### src/rtl/ram_arbiter.sv
// ram_arbiter: initiator side of a single-port synchronous RAM shared by the
// CPU (port 0, read/write) and the video fetch (port 1, read-only).
// Each port gets at most one access in flight; the ack follows one cycle after
// the grant and returns the RAM's registered read data.
// Optional feature macro: RAM_ARB_ROUND_ROBIN_EN selects round-robin on
// conflicts; when undefined, video (port 1) wins every conflict.
module ram_arbiter #(
   parameter int unsigned AW = 14
) (
   input  logic          clock,
   input  logic          reset,
   input  logic          req0,
   input  logic          w0,
   input  logic [AW-1:0] a0,
   input  logic [7:0]    d0,
   output logic          ack0,
   output logic [7:0]    q0,
   input  logic          req1,
   input  logic [AW-1:0] a1,
   output logic          ack1,
   output logic [7:0]    q1,
   output logic [AW-1:0] ram_a,
   output logic [7:0]    ram_d,
   output logic          ram_w,
   input  logic [7:0]    ram_q
);

   localparam int unsigned DW = 8;

   // The ack register doubles as the in-flight flag: it is set by the grant in
   // cycle N and is high exactly during cycle N+1, blocking a re-issue there.
   logic          ack0_q, ack0_d;
   logic          ack1_q, ack1_d;
   logic [DW-1:0] q0_q, q0_d;
   logic [DW-1:0] q1_q, q1_d;
   logic          elig0_c, elig1_c;
   logic          gnt0_c, gnt1_c;

`ifdef RAM_ARB_ROUND_ROBIN_EN
   // 1 = port 1 was granted most recently
   logic          last_q, last_d;
`endif

   // Grant decision from registered in-flight state plus live requests
   always_comb begin
      elig0_c = req0 & ~ack0_q;
      elig1_c = req1 & ~ack1_q;
      gnt0_c  = 1'b0;
      gnt1_c  = 1'b0;
`ifdef RAM_ARB_ROUND_ROBIN_EN
      if (elig0_c && elig1_c) begin
         gnt0_c = last_q;
         gnt1_c = ~last_q;
      end else begin
         gnt0_c = elig0_c;
         gnt1_c = elig1_c;
      end
`else
      gnt1_c = elig1_c;
      gnt0_c = elig0_c & ~elig1_c;
`endif
   end

   // RAM drive: video address when idle, write strobe only for a CPU write
   always_comb begin
      ram_a = gnt0_c ? a0 : a1;
      ram_d = d0;
      ram_w = gnt0_c & w0 & reset;
   end

   // Next-state: ack follows grant; read data captured on its ack cycle
   always_comb begin
      ack0_d = gnt0_c;
      ack1_d = gnt1_c;
      q0_d   = ack0_q ? ram_q : q0_q;
      q1_d   = ack1_q ? ram_q : q1_q;
`ifdef RAM_ARB_ROUND_ROBIN_EN
      last_d = last_q;
      if (gnt0_c) begin
         last_d = 1'b0;
      end else if (gnt1_c) begin
         last_d = 1'b1;
      end
`endif
   end

   // State registers; reset drops any pending ack
   always_ff @(posedge clock or negedge reset) begin
      if (!reset) begin
         ack0_q <= 1'b0;
         ack1_q <= 1'b0;
         q0_q   <= '0;
         q1_q   <= '0;
`ifdef RAM_ARB_ROUND_ROBIN_EN
         last_q <= 1'b1;
`endif
      end else begin
         ack0_q <= ack0_d;
         ack1_q <= ack1_d;
         q0_q   <= q0_d;
         q1_q   <= q1_d;
`ifdef RAM_ARB_ROUND_ROBIN_EN
         last_q <= last_d;
`endif
      end
   end

   // Read data is valid during the ack cycle straight from the RAM register,
   // then held until the next ack of the same port
   always_comb begin
      ack0 = ack0_q;
      ack1 = ack1_q;
      q0   = ack0_q ? ram_q : q0_q;
      q1   = ack1_q ? ram_q : q1_q;
   end

endmodule

### config.mk
export PLATFORM = sky130hd
export DESIGN_NAME = ram_arbiter
export DESIGN_NICKNAME = d
export VERILOG_FILES = /design/src/rtl/ram_arbiter.sv
export SDC_FILE = /design/constraint.sdc
export NUM_CORES = 1
export LEC_CHECK = 0
export ABC_AREA = 1
export BUFFER_PORTS_ARGS = -buffer_cell sky130_fd_sc_hd__buf_2
export CAP_MARGIN = 15
export CELL_PAD_IN_SITES_DETAIL_PLACEMENT = 0
export CELL_PAD_IN_SITES_GLOBAL_PLACEMENT = 1
export CORE_MARGIN = 2
export CORE_UTILIZATION = 22
export CTS_BUF_LIST = sky130_fd_sc_hd__clkbuf_4
export CTS_CLUSTER_SIZE = 8
export DETAILED_ROUTE_END_ITERATION = 8
export GPL_TIMING_DRIVEN = 0
export PLACE_DENSITY_LB_ADDON = 0.1
export SYNTH_ARGS = -nofsm -noshare
export SYNTH_HDL_FRONTEND = slang
export SYNTH_SLANG_ARGS = --single-unit
### constraint.sdc
create_clock -name clock -period 1.2 [get_ports clock]
set_clock_uncertainty 0.2 [all_clocks]
set_input_delay 0.06 -clock clock [delete_from_list [all_inputs] [get_ports clock]]
set_output_delay 0.06 -clock clock [all_outputs]
set_load 0.01 [all_outputs]
Word level (Yosys, flattened, before mapping)
Cells that the tools add are included.
{ "word_totals": {"register_bits": 18, "latchBits": 0, "ramBits": 0, "rom_bits": 0, "in_bits": 49, "mem_count": 0} }
{ "op_classes": {"add_sub_neg": 0, "mul": 0, "div": 0, "order_cmp": 0, "eq_ne": 0, "shift": 0, "mux": 3, "bitwise": 8, "n_reduce_logical": 0} }
{ "ops": {"columns": ["cell", "count"], "rows": [
  ["8-bit 2-to-1 mux", 2],
  ["14-bit 2-to-1 mux", 1],
  ["1-bit AND", 5],
  ["1-bit NOT", 3]
]} }

Longest topological paths before layout
Gate-level depths: netlist of the first run.
{ "depth": {"ltp_word": 6, "mapped_depth": 7, "mapped_depth_nobuf": 5} }

Least setup slack after synthesis of the first run
Ideal clock, no wire load.
{ "synth_timing": {"path_kind": "register to register", "start": "register ack0_q (netlist: ack0)", "end": "register q0_q[5]", "setup_time_ns": 0.148, "t_arrival_ns": 1.009, "required_ns": 0.852, "slack_ns": -0.157, "path_stages_with_launch": 3, "n_path_buf": 1, "period_less_slack_ns": 1.357, "path_cell_list": "dfrtp_1 > buf_2 > o21ai_0"} }
{ "synth_between": {"elab_chain_len": 1} }
{ "synth_lines": {"columns": ["element", "line", "rtl"], "rows": [
  ["start, declared", "32", "logic ack0_q, ack0_d;"],
  ["start signal, assigned", "98", "ack0_q <= ack0_d;"],
  ["8-bit 2-to-1 mux", null, null],
  ["net q0[5]", "17", "output logic [7:0] q0,"],
  ["end signal, assigned", "100", "q0_q <= q0_d;"],
  ["end, declared", "34", "logic [DW-1:0] q0_q, q0_d;"]
]} }
The timed path passes the listed nets, and every way through them passes these cells.

Final worst setup path of the first run
{ "layout_timing": {"start": "register ack0_q (netlist: ack0)", "end": "output ram_a[3]"} }
{ "layout_between": {"elab_chain_len": 4} }
{ "layout_lines": {"columns": ["element", "line", "rtl"], "rows": [
  ["1-bit NOT", "46", "elig0_c = req0 & ~ack0_q;"],
  ["1-bit AND", "46", null],
  ["1-bit AND", "60", "gnt0_c = elig0_c & ~elig1_c;"],
  ["14-bit 2-to-1 mux", "66", "ram_a = gnt0_c ? a0 : a1;"],
  ["end, declared", "22", "output logic [AW-1:0] ram_a,"]
]} }
No other way between the ends.

==> results of run 1 <==
[worst paths after layout]
| path | depth (start not counted) | end | slack, ns | start |
|---|---|---|---|---|
| min reg2reg | 2 | q1_q[7]$_DFF_PN0_ | 0.28 | q1_q[7]$_DFF_PN0_ |
| max | 7 | ram_a[3] | -0.50 | ack0$_DFF_PN0_ |
| min | 1 | ack1$_DFF_PN0_ | -0.52 | reset |
| max reg2reg | 7 | ack0$_DFF_PN0_ | -0.12 | ack1$_DFF_PN0_ |
| min in group clock | 3 | q0_q[0]$_DFF_PN0_ | -0.21 | ram_q[0] |
| max in group asynchronous | 1 | ack0$_DFF_PN0_ | 0.98 | reset |
[layer usage]
metal  part of all wire  vias up  wire (um)
met2               0.54       60       1830
met1               0.36      558       1220
li1                   -      602          -
met3              0.087        6        296
met5                  0        -          0
met4              0.021        0         72
[cell families after synthesis]
family | Yosys count | synth area share
buffers and inverters | 25 | 0.155
AND/OR/NAND/NOR | 79 | 0.345
AO/OA/AOI/OAI | 8 | 0.0408
flip-flops | 18 | 0.459
[state kept, by name, summed over array words and instances, names as in the netlist]
name and count:
ack1 1, ack0 1, q1_q 8, q0_q 8
[critical path, stage by stage, from the launching register on]
cell     delay (ns)
dfrtp_2        0.44
nor2_4         0.15
buf_12         0.13
nand2_8        0.06
buf_12         0.14
nand2_2        0.05
nand2_1        0.04
buf_2          0.13
[timing repair]
action                                  4_1_cts  5_1_grt
pin swaps                                     7        2
endpoints found under the hold margin        35       35
buffers inserted                             10        4
gates cloned                                  3        1
endpoints found under the setup margin       42       42
gates resized for setup                      57       33
[per-stage QoR]
stage / std cells / setup TNS (ns) / worst slack [ns] / hold WS (ns)
final: 285 / -14.66 / -0.501 / -0.515
after global placement: 263 / -4.23 / -0.250 / -0.177
after global routing: 285 / -17.18 / -0.553 / -0.493
after detailed placement: 263 / -4.48 / -0.254 / -0.169
after CTS: 280 / -13.03 / -0.465 / -0.505
after floorplan: 130 / -0.995 / -0.0819 / -0.436
[placed cells by master (no fill, tap or decap)]
master / count
dfrtp_1: 17
nand2_1: 27
clkbuf_16: 1
inv_8: 1
nor2_2: 1
nand3_2: 5
nand2_4: 9
inv_2: 1
nor2_4: 1
buf_6: 21
buf_2: 65
o21ai_4: 5
buf_8: 4
nand2_2: 25
buf_12: 2
dfrtp_2: 1
o21ai_1: 1
clkinv_1: 1
o21ai_2: 2
buf_16: 2
inv_1: 10
nand3_1: 9
nand2_8: 2
clkbuf_4: 3
buf_4: 17
[cell type report]
cell class,count,area (um^2),area share
Clock buffer,3,22.5,0.0108
Inverter,12,52.6,0.0253
Timing Repair Buffer,99,738,0.355
Clock inverter,1,3.75,0.00180
Buffer,13,131,0.0631
Multi-Input combinational cell,87,616,0.296
Sequential cell,18,452,0.217
Tap cell,52,65.1,0.0313
[power groups by stage]
stage | Combinational (W) | Sequential (W) | Clock [W]
floorplan | 0.000320 | 0.000730 | 0
global placement | 0.000583 | 0.000733 | 0
detailed placement | 0.000593 | 0.000735 | 0
CTS | 0.000819 | 0.000719 | 0.000331
global route | 0.00104 | 0.000728 | 0.000352
finish | 0.000959 | 0.000718 | 0.000310
==> results.yml, run 1 <==
clock_tree:
  cts_buffers: 3
  cts_sinks: 18
  h-tree-depth: 1
  clkLatencyLatePin_ns: 0.30
  cts-root-buf: "clkbuf_4"
  clock_path_buffers: 2
  path_clk_slew_ns: 0.11
  cts_tree: "done"
route:
  wl_mm: 3.42
  drt_iter0_markers: 12
  drc_errors: 0
  vias: 1226
  ant_nets: 0
  dr.pass1.iters: 4
  via_per_inst: 4.30
  wl_per_cell_um: 12.0
logic_synthesis:
  synth_seq_cells: 18
  synth_area_um2: 982
  yosys_most_used_dff: "dfrtp_1"
  async_flop_share: 1.00
  syn-instance-count: 130
  synth_area_per_cell_um2: 7.56
  ys_seq_area_frac: 0.459
  ys_top_cells_by_count: "61 x nand2_1, 18 x dfrtp_1, 14 x nand3_1"
  synthTopCellsByArea: "dfrtp_1 46%, nand2_1 23%, buf_4 7.6%, nand3_1 7.1%, inv_1 4.2%"
  yosys.area.top_type_share: 0.459
  synth_cell_types: 12
  yosys.area.top_type: "dfrtp_1"
  yosysMostFrequentCell: "nand2_1"
  synth_fp_nets: 179
  synth_edf_count: 0
  yosysWarnings: 0
global_routing:
  grt_max_degree: 20
  grt_overflow: 0
  grt-busiest-layer: "met2"
  use_met3: 0.0285
  grt_pass1_wl_mm: 5.35
  use_met1: 0.146
  grt_usage: 0.131
  globalRouteMet2Util: 0.237
  grt_pass1_vias: 1229
  grt_antenna_before_repair: 0
flow_run:
  maxCapViolCount: 0
place:
  place_congestion: 0.752
  dp_hpwl_mm: 2.35
  post_dp_cell_area_um2: 1490
  portBuffers: 81
cells_and_area:
  drive_gt1_frac: 0.721
  num-fill-cells: 436
  fin_area_um2: 2080
  utilization: 0.481
  nNetsFinal: 283
  num_antenna_cells: 0
  syn_to_final_growth_pct: 112
setup_path:
  required_ns: 0.94
  arrival_ns: 1.44
  critical_path_class: "flip-flop to output port"
  startpoint_type: "flip-flop"
  end_kind: "output port"
  critical_path.max_fanout: 6
pwr:
  intPower_w: 0.00131
  switching_share: 0.340
  pwr-share-clk: 0.156
  p_seq_frac: 0.361
  comb_power_share: 0.483
  power_w: 0.00199
  powerDensity_nw_per_um2: 955
  leakagePower_nw: 1.14
  ir_drop_mv: 0.264
  p_sw_w: 0.000676
sta:
  fin_crit_ns: 1.70
  min_period_over_period: 1.42
  setup_viol: 41
  final-hold-violation-count: 35
  slew_violations: 0
  fmax_mhz: 588
  max-slew-margin-rel: 0.711
  worst_slack_ns: -0.501
  rsz0062_at_grt: "true"
  tightest_slew_ns: 0.434
  whs_ns: -0.515
outcome:
  violations: "hold timing, setup timing"
  run_status: "finished, violations left"
die:
  dieArea_um2: 5010
  io_pins: 90
  die-height_um: 70.8
  core_area_um2: 4320
  die_x_um: 70.8
  row_count: 24
  start_util: 0.227
hold_path:
  hold_path_class: "primary input to async pin"
Power figures use the tool's default switching activity.
==> run 2, diff against run 1 <==
Settings changed: SETUP_SLACK_MARGIN set to 0.05, SLEW_MARGIN set to 10.
==> run 2 against run 1 <==
- the run still ends with hold timing, setup timing left
- flip-flop and latch count unchanged
- final area down 9.6%
- sequential share of layout area up 2.3 points
- combinational power down 15%
- cell count down 1.8%
- setup slack better by 0.061 ns
- largest cell class unchanged
- die area unchanged
- fmax up 3.7%
==> results.yml, run 2 (synthesis gave the netlist of run 1 again) <==
sta:
  finalSetupTns_ns: -12.19
  final-hold-violation-count: 34
  fin_crit_ns: 1.64
  worst_slack_ns: -0.439
  fmax_mhz: 610
  min_period_over_period: 1.37
  slew_violations: 0
  max-slew-margin-rel: 0.704
  rsz0062_at_grt: "true"
  whs_ns: -0.500
  setup_viol: 35
  tightest_slew_ns: 0.443
global_routing:
  grt_antenna_before_repair: 0
  grt_usage: 0.131
  grt_max_degree: 20
  grt_overflow: 0
  grt_pass1_wl_mm: 5.24
  grt_pass1_vias: 1176
setup_path:
  crit_path_top_delay_cell: "dfrtp_2"
  required_ns: 0.94
  ff2ff_setup_slack_ns: -0.11
  arrival_ns: 1.38
  cp.depth: 6
  end_kind: "output port"
  r2r_start: "ack0$_DFF_PN0_"
  crit_path_cell_trace: "nor2_4 > nand2_8 > buf_6 > nand2_2 > nand2_2 > buf_6"
  critPathMaxStageDelay_ns: 0.45
  r2r-end: "q0_q[5]$_DFF_PN0_"
  critical_path.top_delay_family: "flip-flops"
  cp_num_buf_inv: 2
  crit_end: "ram_a[12]"
  critical_path_class: "flip-flop to output port"
  startpoint_type: "flip-flop"
  critical_path.max_fanout: 5
  crit_path_start: "ack0$_DFF_PN0_"
  r2r_cells: 5
route:
  drc_errors: 0
  wl_mm: 3.19
  drt_iter0_markers: 37
  wl_per_cell_um: 11.4
  dr.pass1.iters: 2
  vias: 1165
  ant_nets: 0
  via_per_inst: 4.16
die:
  dieArea_um2: 5010
  row_count: 24
  die-height_um: 70.8
  io_pins: 90
  start_util: 0.227
  die_x_um: 70.8
  core_area_um2: 4320
cells_and_area:
  drive_gt1_frac: 0.671
  multi_input_area_um2: 527
  layout_commonest_cell: "buf_2"
  syn_to_final_growth_pct: 91.6
  fin_cells: 280
  num_antenna_cells: 0
  mostFrequentLayoutCells: "67 x buf_2, 32 x nand2_1, 24 x nand2_2"
  num-fill-cells: 465
  largest_registers: "q0_q (8), q1_q (8)"
  nNetsFinal: 278
  regArea_um2: 452
  utilization: 0.435
clock_tree:
  cts-root-buf: "clkbuf_4"
  clkLatencyLatePin_ns: 0.29
  path_clk_slew_ns: 0.10
  cts_buffers: 3
  cts_tree: "done"
  h-tree-depth: 1
  cts_sinks: 18
  clock_path_buffers: 2
outcome:
  run_status: "finished, violations left"
  violations: "hold timing, setup timing"
pwr:
  power_w: 0.00186
  leakagePower_nw: 1.06
  ir_drop_mv: 0.290
  powerDensity_nw_per_um2: 990
place:
  portBuffers: 81
  dp_hpwl_mm: 2.36
  place_ws_ns: -0.252
  place_congestion: 0.779
  dp.cells: 263
flow_run:
  maxCapViolCount: 0
hold_path:
  hold_path_class: "primary input to async pin"
run 2: cell type report:
| cell class | instances | area share |
|---|---|---|
| sequential | 18 | 0.240 |
| multi-input combinational | 87 | 0.280 |
| inverter | 12 | 0.0279 |
| buffer | 13 | 0.0665 |
| clock buffer | 4 | 0.0160 |
| timing repair buffer | 94 | 0.335 |
| tap | 52 | 0.0346 |
run 2: through the flow:
step	area [um^2]	hold WS [ns]
after floorplan	1030	-0.436
after global placement	1500	-0.184
after detailed placement	1500	-0.167
after CTS	1820	-0.499
after global routing	1880	-0.487
final	1880	-0.500
run 2: worst min-delay path by stage:
stage	from	to	slack, ns	depth (start not counted)
2_1_floorplan	reset	ack0$_DFF_PN0_	-0.44	0
3_3_place_gp	reset	q0_q[2]$_DFF_PN0_	-0.18	1
3_5_place_dp	reset	q0_q[4]$_DFF_PN0_	-0.17	1
4_1_cts	reset	q0_q[4]$_DFF_PN0_	-0.50	1
5_1_grt	reset	q0_q[4]$_DFF_PN0_	-0.49	1
6_report	reset	q0_q[4]$_DFF_PN0_	-0.50	1
run 2: repair_timing:
item	CTS	global route
resized for setup	47	13
buffers inserted	12	0
setup endpoints to repair	42	50
endpoints found under the hold margin	35	35
gates cloned	1	0
pin swaps	5	0
run 2: power breakdown:
part / internal (W) / total [W] / switching, W
Combinational: 0.000411 / 0.000818 / 0.000408
Sequential: 0.000692 / 0.000718 / 0.0000255
Clock: 0.000152 / 0.000327 / 0.000176
run 2: worst reg2reg max path, cell delays in order (launching register included):
cell and delay (ns):
dfrtp_2 0.45, buf_4 0.16, buf_12 0.14, nand2_2 0.07, o21ai_4 0.06, buf_4 0.12
run 2: metal layers:
metal  part of all wire  track usage
met3              0.092       0.0299
met5                  0            0
met1               0.40        0.165
met4              0.010       0.0503
met2               0.49        0.218
==> run 3, diff against run 2 <==
Clock period 1.2 ns to 1.5 ns, I/O delays scaled along.
==> run 3 against run 2 <==
- the flow finishes with violations (setup timing)
- sequential power fell by 20%
- setup slack improved by 0.29 ns
- first-iteration DRC count fell by 32%
- largest power group is now registers
- core utilization fell by 3.5 points
- critical path type unchanged
==> results.yml, run 3 (synthesis gave the netlist of run 1 again) <==
clock_tree:
  clock_path_buffers: 2
  cts_sinks: 18
  clkLatencyLatePin_ns: 0.28
  cts_tree: "done"
  h-tree-depth: 1
  cts_buffers: 3
  cts-root-buf: "clkbuf_4"
  path_clk_slew_ns: 0.10
die:
  row_count: 24
  die_x_um: 70.8
  core_area_um2: 4320
  dieArea_um2: 5010
  io_pins: 90
  die-height_um: 70.8
  start_util: 0.227
route:
  ant_nets: 0
  dr.pass1.iters: 4
  wl_per_cell_um: 11.0
  drt_iter0_markers: 25
  vias: 1188
  via_per_inst: 4.20
  wl_mm: 3.10
  drc_errors: 0
setup_path:
  critical_path.top_delay_family: "flip-flops"
  critical_path_class: "flip-flop to output port"
  startpoint_type: "flip-flop"
  critical_path.max_fanout: 6
  end_kind: "output port"
  crit_path_cell_trace: "nor2_4 > nand2_4 > buf_6 > nand2_1 > nand2_1 > buf_2"
  cp_num_buf_inv: 2
  r2r_cells: 7
  required_ns: 1.22
  crit_top_cell: "nand2_1"
  cp.depth: 6
  crit_path_top_delay_cell: "dfrtp_2"
  arrival_ns: 1.38
  critPathMaxStageDelay_ns: 0.45
sta:
  final-hold-violation-count: 0
  worst_slack_ns: -0.152
  fin_crit_ns: 1.65
  rsz0062_at_grt: "true"
  setup_viol: 31
  fmax_mhz: 606
  max-slew-margin-rel: 0.411
  min_period_over_period: 1.10
  tightest_slew_ns: 0.880
  slew_violations: 0
global_routing:
  grt_antenna_before_repair: 0
  grt_pass1_vias: 1136
  grt-busiest-layer: "met2"
  globalRouteMet2Util: 0.207
  use_met3: 0.0185
  grt_usage: 0.123
  grt_max_degree: 19
  grt_pass1_wl_mm: 4.99
  use_met1: 0.159
  grt_overflow: 0
cells_and_area:
  layout_commonest_cell: "buf_2"
  num_antenna_cells: 0
  largest_registers: "q0_q (8), q1_q (8)"
  syn_to_final_growth_pct: 76.2
  nNetsFinal: 282
  drive_gt1_frac: 0.541
  utilization: 0.400
  mostFrequentLayoutCells: "80 x buf_2, 52 x nand2_1, 17 x dfrtp_1"
pwr:
  powerDensity_nw_per_um2: 793
  power_w: 0.00137
  ir_drop_mv: 0.230
  leakagePower_nw: 1.02
flow_run:
  maxCapViolCount: 0
hold_path:
  hold-path-cell-count: 4
  hold_path_class: "primary input to flip-flop"
place:
  portBuffers: 81
  place_congestion: 0.711
  dp_hpwl_mm: 2.28
outcome:
  run_status: "finished, violations left"
  violations: "setup timing"
[run 3: cell types whose count changed in the layout (fill, tap and decap cells not counted), sizes merged]
| cell | previous run | this run |
|---|---|---|
| buf | 107 | 102 |
| clkbuf | 4 | 3 |
| dlygate4sd3 | 0 | 9 |
[run 3: worst paths after layout]
kind                                      to  slack [ns]         startpoint
max                                 ram_a[7]       -0.15     ack0$_DFF_PN0_
min                           ack1$_DFF_PN0_        0.02               req1
min reg2reg                q1_q[3]$_DFF_PN0_        0.28  q1_q[3]$_DFF_PN0_
max in group asynchronous     ack0$_DFF_PN0_        0.21              reset
min in group asynchronous  q1_q[1]$_DFF_PN0_        0.29              reset
max reg2reg                   ack0$_DFF_PN0_        0.22     ack1$_DFF_PN0_
[run 3: what timing repair did]
action,4_1_cts,5_1_grt
endpoints found under the setup margin,31,32
resized for setup,16,22
cloned,1,0
pin swaps,2,1
hold buffers,9,1
endpoints found under the hold margin,34,18
buffers inserted,6,1
[run 3: final cells by class]
cell class / instances / area, um^2
Clock buffer: 3 / 22.5
Multi-Input combinational cell: 87 / 444
Tap cell: 52 / 65.1
Sequential cell: 18 / 452
Inverter: 12 / 52.6
Fill cell: 477 / 2590
Buffer: 13 / 125
Timing Repair Buffer: 98 / 569
[run 3: metrics by stage]
stage / instances / setup WS [ns] / hold WS (ns) / area (um^2) / setup TNS [ns]
floorplan: 130 / 0.143 / -0.421 / 982 / 0
global placement: 263 / 0.0147 / -0.161 / 1450 / 0
detailed placement: 263 / 0.0123 / -0.155 / 1450 / 0
CTS: 282 / -0.181 / 0.00574 / 1650 / -4.05
global route: 283 / -0.260 / 0.0168 / 1730 / -5.70
finish: 283 / -0.152 / 0.0162 / 1730 / -3.05
[run 3: power breakdown]
part,switching (W),leakage (nW),internal [W]
registers,0.0000221,0.221,0.000554
logic,0.000295,0.782,0.000266
clock network,0.000142,0.0138,0.0000932
[run 3: routing by layer]
metal  share of wire  wire (um)
met5               0          0
met3           0.070        218
met4           0.012         36
met2            0.49       1540
met1            0.42       1310
[run 3: worst min-delay path, cell delays in order]
cell and delay [ns]:
buf_2 0.13, nand2_8 0.08, buf_6 0.14, inv_1 0.05
